**src/rtl/pipe_hazard_scoreboard.sv**
```systemverilog
// Hazard scoreboard for an in-order pipeline: tracks in-flight destination writes past ID,
// raises a same-cycle load-use stall and registers forwarding selects for the EX stage.
module pipe_hazard_scoreboard #(
    parameter int STAGES      = 4,
    parameter int REG_BITS    = 5,
    parameter int LOAD_READY  = 1,
    parameter int FLUSH_DEPTH = 1
) (
    input  logic                      Clk,
    input  logic                      Rst,
    input  logic                      IssueValid,
    input  logic [REG_BITS-1:0]       IssueRs,
    input  logic [REG_BITS-1:0]       IssueRt,
    input  logic                      IssueUsesRs,
    input  logic                      IssueUsesRt,
    input  logic [REG_BITS-1:0]       IssueDest,
    input  logic                      IssueWrites,
    input  logic                      IssueIsLoad,
    input  logic                      Flush,
    output logic                      Stall,
    output logic [$clog2(STAGES)-1:0] FwdSelRs,
    output logic [$clog2(STAGES)-1:0] FwdSelRt,
    output logic [31:0]               StallCount,
    output logic [31:0]               FlushCount
);

    localparam int SEL_W = $clog2(STAGES);

    logic [STAGES-1:0]               valid_q, valid_d;
    logic [STAGES-1:0]               writes_q, writes_d;
    logic [STAGES-1:0]               load_q, load_d;
    logic [STAGES-1:0][REG_BITS-1:0] dest_q, dest_d;
    logic [SEL_W-1:0]                fwd_rs_q, fwd_rs_d;
    logic [SEL_W-1:0]                fwd_rt_q, fwd_rt_d;
    logic [31:0]                     stall_cnt_q, stall_cnt_d;
    logic [31:0]                     flush_cnt_q, flush_cnt_d;

    logic             rs_hit, rt_hit;
    logic [SEL_W-1:0] rs_idx, rt_idx;
    logic             rs_load_haz, rt_load_haz;
    logic             stall_c, issue_c;

    // Scan oldest to youngest so the youngest matching entry is the one left standing.
    always_comb begin
        rs_hit = 1'b0;
        rs_idx = '0;
        rt_hit = 1'b0;
        rt_idx = '0;
        for (int k = STAGES - 1; k >= 0; k--) begin
            if (IssueUsesRs && (IssueRs != '0) && valid_q[k] && writes_q[k] && (dest_q[k] == IssueRs)) begin
                rs_hit = 1'b1;
                rs_idx = SEL_W'(k);
            end
            if (IssueUsesRt && (IssueRt != '0) && valid_q[k] && writes_q[k] && (dest_q[k] == IssueRt)) begin
                rt_hit = 1'b1;
                rt_idx = SEL_W'(k);
            end
        end
    end

    always_comb begin
        rs_load_haz = rs_hit && load_q[rs_idx] && (int'(rs_idx) < LOAD_READY);
        rt_load_haz = rt_hit && load_q[rt_idx] && (int'(rt_idx) < LOAD_READY);
        stall_c     = IssueValid && !Flush && (rs_load_haz || rt_load_haz);
        issue_c     = IssueValid && !stall_c && !Flush;
    end

    always_comb begin
        fwd_rs_d = '0;
        fwd_rt_d = '0;
        if (issue_c && rs_hit && (int'(rs_idx) + 1 < STAGES)) fwd_rs_d = SEL_W'(int'(rs_idx) + 1);
        if (issue_c && rt_hit && (int'(rt_idx) + 1 < STAGES)) fwd_rt_d = SEL_W'(int'(rt_idx) + 1);
    end

    // Flush kills the youngest pre-shift entries as they move down one slot.
    always_comb begin
        valid_d[0]  = issue_c;
        writes_d[0] = IssueWrites;
        load_d[0]   = IssueIsLoad;
        dest_d[0]   = IssueDest;
        for (int k = 1; k < STAGES; k++) begin
            valid_d[k]  = valid_q[k-1] && !(Flush && (k - 1 < FLUSH_DEPTH));
            writes_d[k] = writes_q[k-1];
            load_d[k]   = load_q[k-1];
            dest_d[k]   = dest_q[k-1];
        end
    end

    always_comb begin
        stall_cnt_d = stall_cnt_q;
        flush_cnt_d = flush_cnt_q;
        if (stall_c && (stall_cnt_q != 32'hFFFF_FFFF)) stall_cnt_d = stall_cnt_q + 32'd1;
        if (Flush && (flush_cnt_q != 32'hFFFF_FFFF)) flush_cnt_d = flush_cnt_q + 32'd1;
    end

    always_ff @(posedge Clk) begin
        if (Rst) begin
            valid_q     <= '0;
            writes_q    <= '0;
            load_q      <= '0;
            dest_q      <= '0;
            fwd_rs_q    <= '0;
            fwd_rt_q    <= '0;
            stall_cnt_q <= '0;
            flush_cnt_q <= '0;
        end else begin
            valid_q     <= valid_d;
            writes_q    <= writes_d;
            load_q      <= load_d;
            dest_q      <= dest_d;
            fwd_rs_q    <= fwd_rs_d;
            fwd_rt_q    <= fwd_rt_d;
            stall_cnt_q <= stall_cnt_d;
            flush_cnt_q <= flush_cnt_d;
        end
    end

    assign Stall      = stall_c;
    assign FwdSelRs   = fwd_rs_q;
    assign FwdSelRt   = fwd_rt_q;
    assign StallCount = stall_cnt_q;
    assign FlushCount = flush_cnt_q;

endmodule
```
**config.mk**
```make
export PLATFORM = sky130hd
export DESIGN_NAME = pipe_hazard_scoreboard
export DESIGN_NICKNAME = d
export VERILOG_FILES = /design/src/rtl/pipe_hazard_scoreboard.sv
export SDC_FILE = /design/constraint.sdc
export NUM_CORES = 1
export LEC_CHECK = 0
export CAP_MARGIN = 30
export CORE_ASPECT_RATIO = 1.1
export CORE_MARGIN = 1
export CORE_UTILIZATION = 30
export DETAILED_ROUTE_END_ITERATION = 12
export PLACE_DENSITY_LB_ADDON = 0.12
export SYNTH_ARGS = -nofsm -noshare
export SYNTH_HDL_FRONTEND = slang
export SYNTH_SLANG_ARGS = --single-unit
```
**constraint.sdc**
```tcl
create_clock -name Clk -period 4.1 [get_ports Clk]
set_clock_uncertainty 0.05 [all_clocks]
set_input_delay 0.82 -clock Clk [delete_from_list [all_inputs] [get_ports Clk]]
set_output_delay 0.82 -clock Clk [all_outputs]
set_load 0.01 [all_outputs]
```
==> run_results.csv <==
group,metric,value,unit
synth,synthesis.nets,580,
timing,final-hold-violation-count,0,
floorplanning,die_area,16400,um2
timing,count_of_pins_over_their_slew_limit,0,
placed_design,place_ws,-0.574,ns
cts,ctsHoldBuffers,0,
critical_path,critical-path-max-stage-delay,0.55,ns
grt,wire_length_of_the_first_global_routing_pass,20.1,mm
detailed_routing,dr.first_iter.drc_count,177,
cts,h-tree-depth,3,
critical_path,timing.critical_path.from_type,"input port",
detailed_routing,drt_drc_violations_left,0,
finish,design.final.nets,689,
floorplanning,dieWidth,122,um
critical_path,critical_path_required,3.23,ns
grt,grt_start_max_net_pins,77,
detailed_routing,vias,4093,
placed_design,io_buffers,91,
detailed_routing,drt-total-wl,12.2,mm
detailed_routing,drt_pre_antenna_iters,4,
hold_path,hold_start,"writes_q[2]",
finish,filler_cell_count,1601,
hold_path,hold_path.class,"reg2reg",
detailed_routing,wire_per_inst,14.1,um
critical_path,critical_path.endpoint_type,"output pin",
synth,synth-edff-count,0,
finish,area_growth_syn_to_layout,35.6,%
cts,cts.reportedPaths.clkPinSlew,0.07,ns
critical_path,arrival,3.13,ns
cts,clk_latency,0.35,ns
critical_path,cp_num_buf_inv,2,
critical_path,worstSetupPathType,"in2out",
finish,drive_above_1_share,12.6,%
placed_design,detailedPlacementHpwl,8.75,mm
synth,total_number_of_yosys_warnings,0,
hold_path,holdPathEnd,"writes_q[3]",
timing,setup_viol,0,
timing,max_clock_freq,0.250,GHz
timing,period_share,97.6,%
floorplanning,chipHeight,134,um
synth,synth_top_flop_cell,"dfxtp_1",
hold_path,hold_depth,1,
floorplanning,core_area,15600,um2
synth,average_cell_area_after_synthesis,8.66,um2
cts,clock_tree_from_tritoncts,"done",
critical_path,crit_family,"simple AND/OR/NAND/NOR gates",
cts,cts-buffers-inserted,9,
timing,slew-limit-headroom,46.9,%
grt,grtUsageTotal,15.7,%
grt,gr-total-overflow,0,
cts,cts.root.buffer_cell,"clkbuf_16",
run_status,run_status,"completed",
finish,layout.cells.most_common_list,"100 x dfxtp_1, 79 x clkdlybuf4s50_1, 65 x nor2_1",
synth,post_synth_inst_count,551,
placed_design,routabilityCongestion,0.871,
cts,tritoncts_num_sinks,100,
synth,synth_async_sr_flop_share,0,%
timing,tightestPinTransition,0.796,ns
floorplanning,placementRows,48,
grt,antenna_found_initial,0,
critical_path,flop_to_flop_setup_slack,0.77,ns
synth,ys_ff_latch,100,
grt,first_global_vias,4063,
finish,mostFrequentLayoutCell,"dfxtp_1",
timing,setup_tns,0,ns
critical_path,worstRegToRegCells,15,
floorplanning,floorplan.initialDensity,30.6,%
critical_path,reg2reg_from,"dest_d[18]",
cts,cts-root-to-sink-buffers,2,
finish,postLayoutCoreUtil,41.4,%
timing,timing.final.crit_period,4.00,ns
power_and_ir_drop,power.leakage,2.49,nW
timing,final.setup.worst_slack,0.0980,ns
power_and_ir_drop,power_per_cell_area,309,nW/um2
critical_path,cpMaxStageDelayCell,"or4_4",
finish,n_antenna_cell,0,
detailed_routing,ant_nets,0,
job,max_cap_viol_count,0,
synth,synth-seq-area-share,42.0,%
critical_path,critPathMaxFanout,5,
power_and_ir_drop,ir_worst_vdd,0.000172,V
floorplanning,boundaryPins,92,
timing,grt_setup_unrepaired,"false",
critical_path,critical_path.reg2reg.endpoint,"StallCount[28]",
synth,syn-cell-area,4770,um2
critical_path,cp_cell_sequence,"dlygate4sd2_1 -> or4_4 -> o21ai_4 -> or3_4 -> or3b_1 -> a21o_1 -> a32o_2 -> nor2b_4 -> buf_2",
synth,number_of_distinct_library_cells_after_synthesis,47,
detailed_routing,viasPerCell,4.73,
## per-layer routing
metal / vias up / global-route usage [%] / part of all wire (%)
li1: 2078 / - / -
met1: 1925 / 19.6 / 47
met2: 75 / 25.6 / 47
met3: 15 / 3.66 / 4.8
met4: 0 / 6.71 / 1.7
met5: - / 0 / 0
## repair_timing
action	in CTS	in global routing
pin swaps	6	8
buffers inserted	1	2
hold endpoints to repair	0	0
resized for setup	27	17
endpoints found under the setup margin	1	1
## per-stage QoR
step	hold slack (ns)	cells	area [um2]	total power, mW
2_1_floorplan	0.372	551	4770	1.09
4_1_cts	0.422	864	6400	2.03
3_3_place_gp	0.406	847	6050	1.14
5_1_grt	0.427	865	6470	2.08
6_report	0.421	865	6470	2.00
3_5_place_dp	0.410	847	6050	1.14
## report_power, final
part	leakage (nW)	switching [mW]	total, mW	internal (mW)
Sequential	0.810	0.0134	0.997	0.983
Clock	0.155	0.372	0.874	0.502
Combinational	1.52	0.0637	0.127	0.0629
## cell usage after synthesis, types with 5 or more instances
| library cell | count | area, um2 |
|---|---|---|
| xor2_1 | 49 | 429 |
| or4_1 | 8 | 60.1 |
| a21oi_1 | 9 | 45.0 |
| inv_1 | 12 | 45.0 |
| nor4_1 | 5 | 31.3 |
| or3_1 | 7 | 43.8 |
| clkbuf_1 | 23 | 86.3 |
| ha_1 | 6 | 75.1 |
| and4_1 | 7 | 61.3 |
| nor2_1 | 65 | 244 |
| nand2_1 | 35 | 131 |
| nand3_1 | 39 | 195 |
| nor2b_1 | 38 | 238 |
| and2_1 | 9 | 56.3 |
| and3_1 | 28 | 175 |
| nand4_1 | 16 | 100 |
| nor3_1 | 8 | 40.0 |
| o21ai_0 | 11 | 55.1 |
| dfxtp_1 | 100 | 2000 |
| xnor2_1 | 37 | 324 |
## state kept, by name, summed over array words and instances, names as in the netlist
signal      cells
FlushCount     32
StallCount     32
dest_d         15
dest_q          5
load_q          4
valid_q         4
writes_q        4
FwdSelRs        2
FwdSelRt        2
## how the worst max path moves through the flow
stage / start / endpoint / slack (ns) / depth (start not counted)
after CTS: IssueRt[2] / Stall / 0.03 / 9
final: IssueRt[1] / Stall / 0.1 / 9
after global placement: IssueRt[2] / Stall / -0.52 / 11
after global routing: IssueRs[2] / Stall / 0.004 / 12
after detailed placement: IssueRt[2] / Stall / -0.57 / 12
after floorplan: IssueRs[1] / Stall / 0.05 / 13
## area by class of cell
type | instances | area (um2) | share of cell area [%]
sequential | 100 | 2000 | 30.9
timing repair buffer | 128 | 1160 | 17.9
inverter | 12 | 45.0 | 0.696
multi-input combinational | 409 | 2710 | 41.9
tap | 200 | 250 | 3.87
clock inverter | 5 | 50.0 | 0.774
clock buffer | 11 | 253 | 3.91
## kinds of logic (layout without fill, tap and decap cells)
kind of cell	count (synthesis)	after routing	share of synthesized area (%)
compound gates	33	33	4.43
xor+xnor	86	86	15.8
fa+ha+maj	6	6	1.57
buf+inv	42	156	3.88
flops	100	100	42.0
mux	5	5	1.13
simple gates	279	279	31.3
Power figures use the tool's default switching activity.
